[config.mk]
export PLATFORM = sky130hd
export DESIGN_NAME = stage_skid_reg
export DESIGN_NICKNAME = d
export VERILOG_FILES = /design/src/rtl/stage_skid_reg.sv
export SDC_FILE = /design/constraint.sdc
export NUM_CORES = 1
export LEC_CHECK = 0
export ABC_AREA = 1
export ABC_CLOCK_PERIOD_IN_PS = 1970
export BUFFER_PORTS_ARGS = -buffer_cell sky130_fd_sc_hd__buf_4
export CORE_UTILIZATION = 40
export CTS_BUF_LIST = sky130_fd_sc_hd__clkbuf_2 sky130_fd_sc_hd__clkbuf_4 sky130_fd_sc_hd__clkbuf_8
export DETAILED_ROUTE_END_ITERATION = 8
export SETUP_SLACK_MARGIN = 0.15
export SLEW_MARGIN = 30
export SYNTH_ARGS = -nofsm -noshare
export SYNTH_HDL_FRONTEND = slang
export SYNTH_SLANG_ARGS = --single-unit
[constraint.sdc]
create_clock -name clk -period 1.97 [get_ports clk]
set_clock_uncertainty 0.15 [all_clocks]
set_input_delay 0.394 -clock clk [delete_from_list [all_inputs] [get_ports clk]]
set_output_delay 0.394 -clock clk [all_outputs]
set_load 0.05 [all_outputs]
[src/rtl/stage_skid_reg.sv]
// Pipeline-stage register with valid/ready handshake, synchronous flush,
// optional two-entry skid buffer and a saturating stall counter.
module stage_skid_reg #(
  parameter int unsigned             WIDTH         = 128,
  parameter bit                      SKID          = 1'b1,
  parameter logic [WIDTH-1:0]        RESET_PAYLOAD = '0,
  parameter int unsigned             CNT_W         = 16
) (
  input  logic             clk,
  input  logic             rst,
  input  logic             flush,
  input  logic             in_valid,
  output logic             in_ready,
  input  logic [WIDTH-1:0] in_data,
  output logic             out_valid,
  input  logic             out_ready,
  output logic [WIDTH-1:0] out_data,
  output logic [CNT_W-1:0] stall_cnt
);

  typedef enum logic [1:0] {
    EMPTY = 2'd0,
    ONE   = 2'd1,
    FULL  = 2'd2
  } state_t;

  state_t           state, state_d;
  logic [WIDTH-1:0] m, m_d;
  logic [WIDTH-1:0] s, s_d;
  logic             in_ready_q;
  logic             in_fire, out_fire;

  assign out_valid = (state != EMPTY);
  assign out_data  = m;
  // SKID=1 breaks the out_ready -> in_ready path; SKID=0 keeps it combinational.
  assign in_ready  = SKID ? in_ready_q : (!out_valid || out_ready);
  assign in_fire   = in_valid && in_ready;
  assign out_fire  = out_valid && out_ready;

  always_comb begin
    state_d = state;
    m_d     = m;
    s_d     = s;
    if (flush) begin
      state_d = EMPTY;
    end else begin
      unique case (state)
        EMPTY: begin
          if (in_fire) begin
            state_d = ONE;
            m_d     = in_data;
          end
        end
        ONE: begin
          if (in_fire && out_fire) begin
            m_d = in_data;
          end else if (in_fire) begin
            state_d = FULL;
            s_d     = in_data;
          end else if (out_fire) begin
            state_d = EMPTY;
          end
        end
        FULL: begin
          if (out_fire) begin
            state_d = ONE;
            m_d     = s;
          end
        end
        default: state_d = EMPTY;
      endcase
    end
  end

  always_ff @(posedge clk or negedge rst) begin
    if (!rst) begin
      state      <= EMPTY;
      m          <= RESET_PAYLOAD;
      s          <= RESET_PAYLOAD;
      in_ready_q <= 1'b1;
    end else begin
      state      <= state_d;
      m          <= m_d;
      s          <= s_d;
      in_ready_q <= (state_d != FULL);
    end
  end

  always_ff @(posedge clk or negedge rst) begin
    if (!rst) begin
      stall_cnt <= '0;
    end else if (out_valid && !out_ready && (stall_cnt != '1)) begin
      stall_cnt <= stall_cnt + CNT_W'(1);
    end
  end

endmodule

# Word level (Yosys, flattened, before mapping)
# Cells that the tools add are included.
word_totals:
  register_bits: 275
  input_bits: 133
  output_inout_bits: 146
  elab_cells: 37
classes:
  n_addsub: 1
  n_eq_ne: 7
  mux: 11
  n_bitwise: 2
  reduce_logical: 11
op_table:
  columns: ["cell", "n"]
  rows:
  - ["128-bit 2-to-1 mux", 3]
  - ["128-bit case mux with 3 select lines", 1]
  - ["16-bit by 1-bit adder with 16-bit output, second input constant", 1]
  - ["16-bit != test, second input constant", 1]
  - ["2-bit 2-to-1 mux", 6]
  - ["2-bit != test, second input constant", 4]
  - ["2-bit case mux with 3 select lines", 1]
  - ["1-bit logical AND", 5]
  - ["5-bit AND reduction", 1]
  - ["4-bit AND reduction", 1]
  - ["3-bit nonzero test", 1]
  - ["2-bit by 1-bit == test with 1-bit output, second input constant", 1]
  - ["2-bit == test, second input constant", 1]
  - ["2-bit zero test", 1]
  - ["1-bit inverter", 2]
  - ["2-bit nonzero test", 1]
  - ["1-bit zero test", 1]

# Longest topological paths before layout
logic_depth:
  depth_word: 8
  depth_mapped: 9
  mapped_depth_nobuf: 9

# Worst setup path before layout
# Ideal clock, no wire load.
synth_timing:
  kind: "flip-flop to flip-flop"
  from: "register stall_cnt[1]"
  to: "register stall_cnt[10]"
  setup_time_ps: 118
  arrival_time_ps: 1819
  required_time_ps: 1702
  setup_slack_ps: -117
  stages_incl_launch_ff: 10
  path_buffers: 1
  synth_period_minus_slack_ps: 2087
  cell_sequence: "dfrtp_1 ha_1 nand3_2 inv_1 nand2_2 o21ai_2 inv_2 buf_2 nand2_1 nand2_1"
synth_via:
  elab_chain_cells: 2
  word_cells_on_any_way: 3
  cone_classes: "add/sub: 1; eq/ne: 1; reduce/logical: 1"
synth_rtl:
  columns: ["item", "line", "text"]
  rows:
  - ["start, declared", "18", "output logic [CNT_W-1:0] stall_cnt"]
  - ["start signal, assigned", "93", "stall_cnt <= stall_cnt + CNT_W'(1);"]
  - ["parallel branches: the longest is 2 deep, another holds 16-bit by 1-bit adder with 16-bit output", null, null]
# Several ways; the timed one is not identified.
# A chain may end at the register's enable or synchronous reset.

# Final worst setup path
layout_timing:
  from: "register state[1]"
  to: "output out_valid"
layout_via:
  elab_chain_cells: 1
layout_rtl:
  columns: ["item", "line", "text"]
  rows:
  - ["start, declared", "27", "state_t state, state_d;"]
  - ["start signal, assigned", "82", "state <= state_d;"]
  - ["2-bit nonzero test", "33", "assign out_valid = (state != EMPTY);"]
  - ["end, declared", "15", "output logic out_valid,"]
# No other way between the ends.

==> impl_metrics.ini <==
[outcome]
outcome = completed

[die]
ios = 279
fp-row-count = 62
start_util = 0.408
die_y_um = 174
die_area_um2 = 30100
coreArea_um2 = 28900
die_width_um = 174

[pwr]
total_power_w = 0.0190
p_leak_nw = 9.07
p_per_area_nw_per_um2 = 1090
ir_drop_mv = 0.683

[drt]
vias = 10600
vias_per_cell = 4.68
drt_iter0_drc = 624
wl_per_cell_um = 14.9
drc = 0
postRouteAntennaNets = 0
drtPass1Iterations = 5
postRouteWirelength_um = 33500

[yosys]
synth_cell_types = 22
synth_nets = 1536
synth_cells = 1402
syn_area_um2 = 11800
ys_warn_count = 0
synth-seq-cells = 275
ys_seq_area_frac = 0.585
syn_avg_cell_area_um2 = 8.40

[worst_setup_path]
critPathKind = reg -> out
cp_slowest_cell = dfrtp_2
crit_path_cell_trace = nor2_4, inv_2, buf_6
critPathArrivalTime_ps = 1310
cp_max_fo = 2
cpPeakStageDelay_ps = 430
crit_path_end_kind = output port
r2r_cells = 10
cp.depth = 3
cp_num_buf_inv = 2
cp_top_family = flip-flops
critPathLaunchType = flip-flop
required_ps = 1430

[sta]
finalCriticalPeriod_ps = 1860
fin_crit_sh = 0.943
hold_slack_ps = 43.2
slew_headroom = 0.667
fmax_ghz = 0.538
worstMarginPinSlew_ps = 500
finalHoldViolCount = 0
tns_ps = 0
slew_viol_final = 0
setup_viol = 0
rsz0062_at_grt = yes

[global_routing]
antenna_found_initial = 1
grt_pass1_vias = 10100
grt_max_degree = 123
grt_util_all_layers = 0.201
grt_pass1_wl_um = 49900
gr-total-overflow = 0

[run]
maxCapViolCount = 0

[clocking]
htree_levels = 2
clock_path_buffers = 3
cts_tree = built
clock_latency_ps = 540
path_clk_slew_ps = 60
cts-root-buf = clkbuf_8
cts.sinks = 275
cts_buffers = 47

[layout]
final_nets = 1968
drive_above_1_share = 0.244
utilization = 0.603
nFillCells = 2533
diodes = 0
synthToLayoutAreaGrowth_pct = 47.8

[placement]
routabilityCongestion = 0.769
portBuffers = 278
dp.final_hpwl_um = 19500

[worst_hold_path]
hold_class = in -> reg
whs_path_depth = 3
final timing paths:
path                                     from                       end  slack, ps
hold / removal                    in_data[18]         s[18]$_DFFE_PN0P_         40
setup / recovery           state[1]$_DFF_PN0_                 out_valid        110
setup reg to reg           state[1]$_DFF_PN0_  out_data[27]$_DFFE_PN0P_        150
max in group asynchronous                 rst  stall_cnt[6]$_DFFE_PN0P_        850
min in group asynchronous                 rst        s[112]$_DFFE_PN0P_        240
hold reg to reg            s[117]$_DFFE_PN0P_        s[117]$_DFFE_PN0P_        330
cell families (layout without fill, tap and decap cells):
family | after synthesis | in the layout | synth area share
simple gates | 489 | 489 | 0.159
compound gates | 396 | 396 | 0.170
flops | 275 | 275 | 0.585
buf+inv | 234 | 703 | 0.0807
xor+xnor | 7 | 7 | 0.00521
fa+ha+maj | 1 | 1 | 0.00106
cells in the mapped netlist, drive strengths merged:
cell type	instances	area (µm²)
nand4	5	31.3
nand2	454	1710
dfstp	1	26.3
o211ai	1	12.5
o21a	1	7.51
inv	148	556
ha	1	12.5
clkbuf	44	165
dfrtp	274	6860
buf	42	229
o21ai	394	1980
xnor2	7	61.3
nand3	5	30.0
nand3b	1	7.51
nor3	2	10.0
nor2	22	82.6
sequential cells by signal, indices dropped and copies added (netlist names):
signal and cells:
out_data 128, s 128, stall_cnt 16, state 2, in_ready 1
through the flow:
step,std cells,worst slack (ps),cell area [µm²]
2_1_floorplan,1402,142,11800
3_3_place_gp,2016,207,14500
3_5_place_dp,2016,117,14500
4_1_cts,2231,92.6,16900
5_1_grt,2255,51.1,17400
6_report,2255,113,17400
area by class of cell:
cell class                      count  area [µm²]  share of cell area
Clock buffer                       80         963              0.0554
Clock inverter                      6        61.3             0.00352
Inverter                          148         556              0.0319
Multi-Input combinational cell    893        4010               0.230
Sequential cell                   275        6900               0.397
Tap cell                          384         480              0.0276
Timing Repair Buffer              469        4430               0.254
worst min-delay path: stages:
cell and delay, ps:
buf_4 110, inv_1 60, o21ai_0 110
what timing repair did:
item                       in CTS  in global routing
pin swaps                       1                  2
gates resized for setup        12                 40
buffers inserted                1                  9
gates cloned                    0                 15
hold buffers                  128                  0
setup endpoints to repair       6                216
hold endpoints to repair      168                  0
routing by layer:
| layer | wire, µm | track usage | part of all wire |
|---|---|---|---|
| met1 | 14700 | 0.262 | 0.44 |
| met2 | 16000 | 0.332 | 0.48 |
| met3 | 1810 | 0.0406 | 0.054 |
| met4 | 956 | 0.0771 | 0.029 |
| met5 | 8 | 0 | 0.00024 |
report_power, final:
part,switching (W),total (W),internal (W)
clock,0.00226,0.00546,0.00320
sequential,0.000799,0.00779,0.00699
combinational,0.00377,0.00578,0.00201
total,0.00683,0.0190,0.0122
layout by cell type, fill, tap and decap left out, drive strengths merged:
cell,Yosys,final
nand2,454,454
o21ai,394,394
buf,42,330
dfrtp,274,274
inv,148,149
dlygate4sd3,0,128
clkbuf,44,91
nor2,22,22
xnor2,7,7
nand4,5,5
nand3,5,5
clkinv,0,3
nor3,2,2
o21a,1,1
o211ai,1,1
nand3b,1,1
ha,1,1
clkinvlp,0,1
bufinv,0,1
dfstp,1,1
Power figures use the tool's default switching activity.
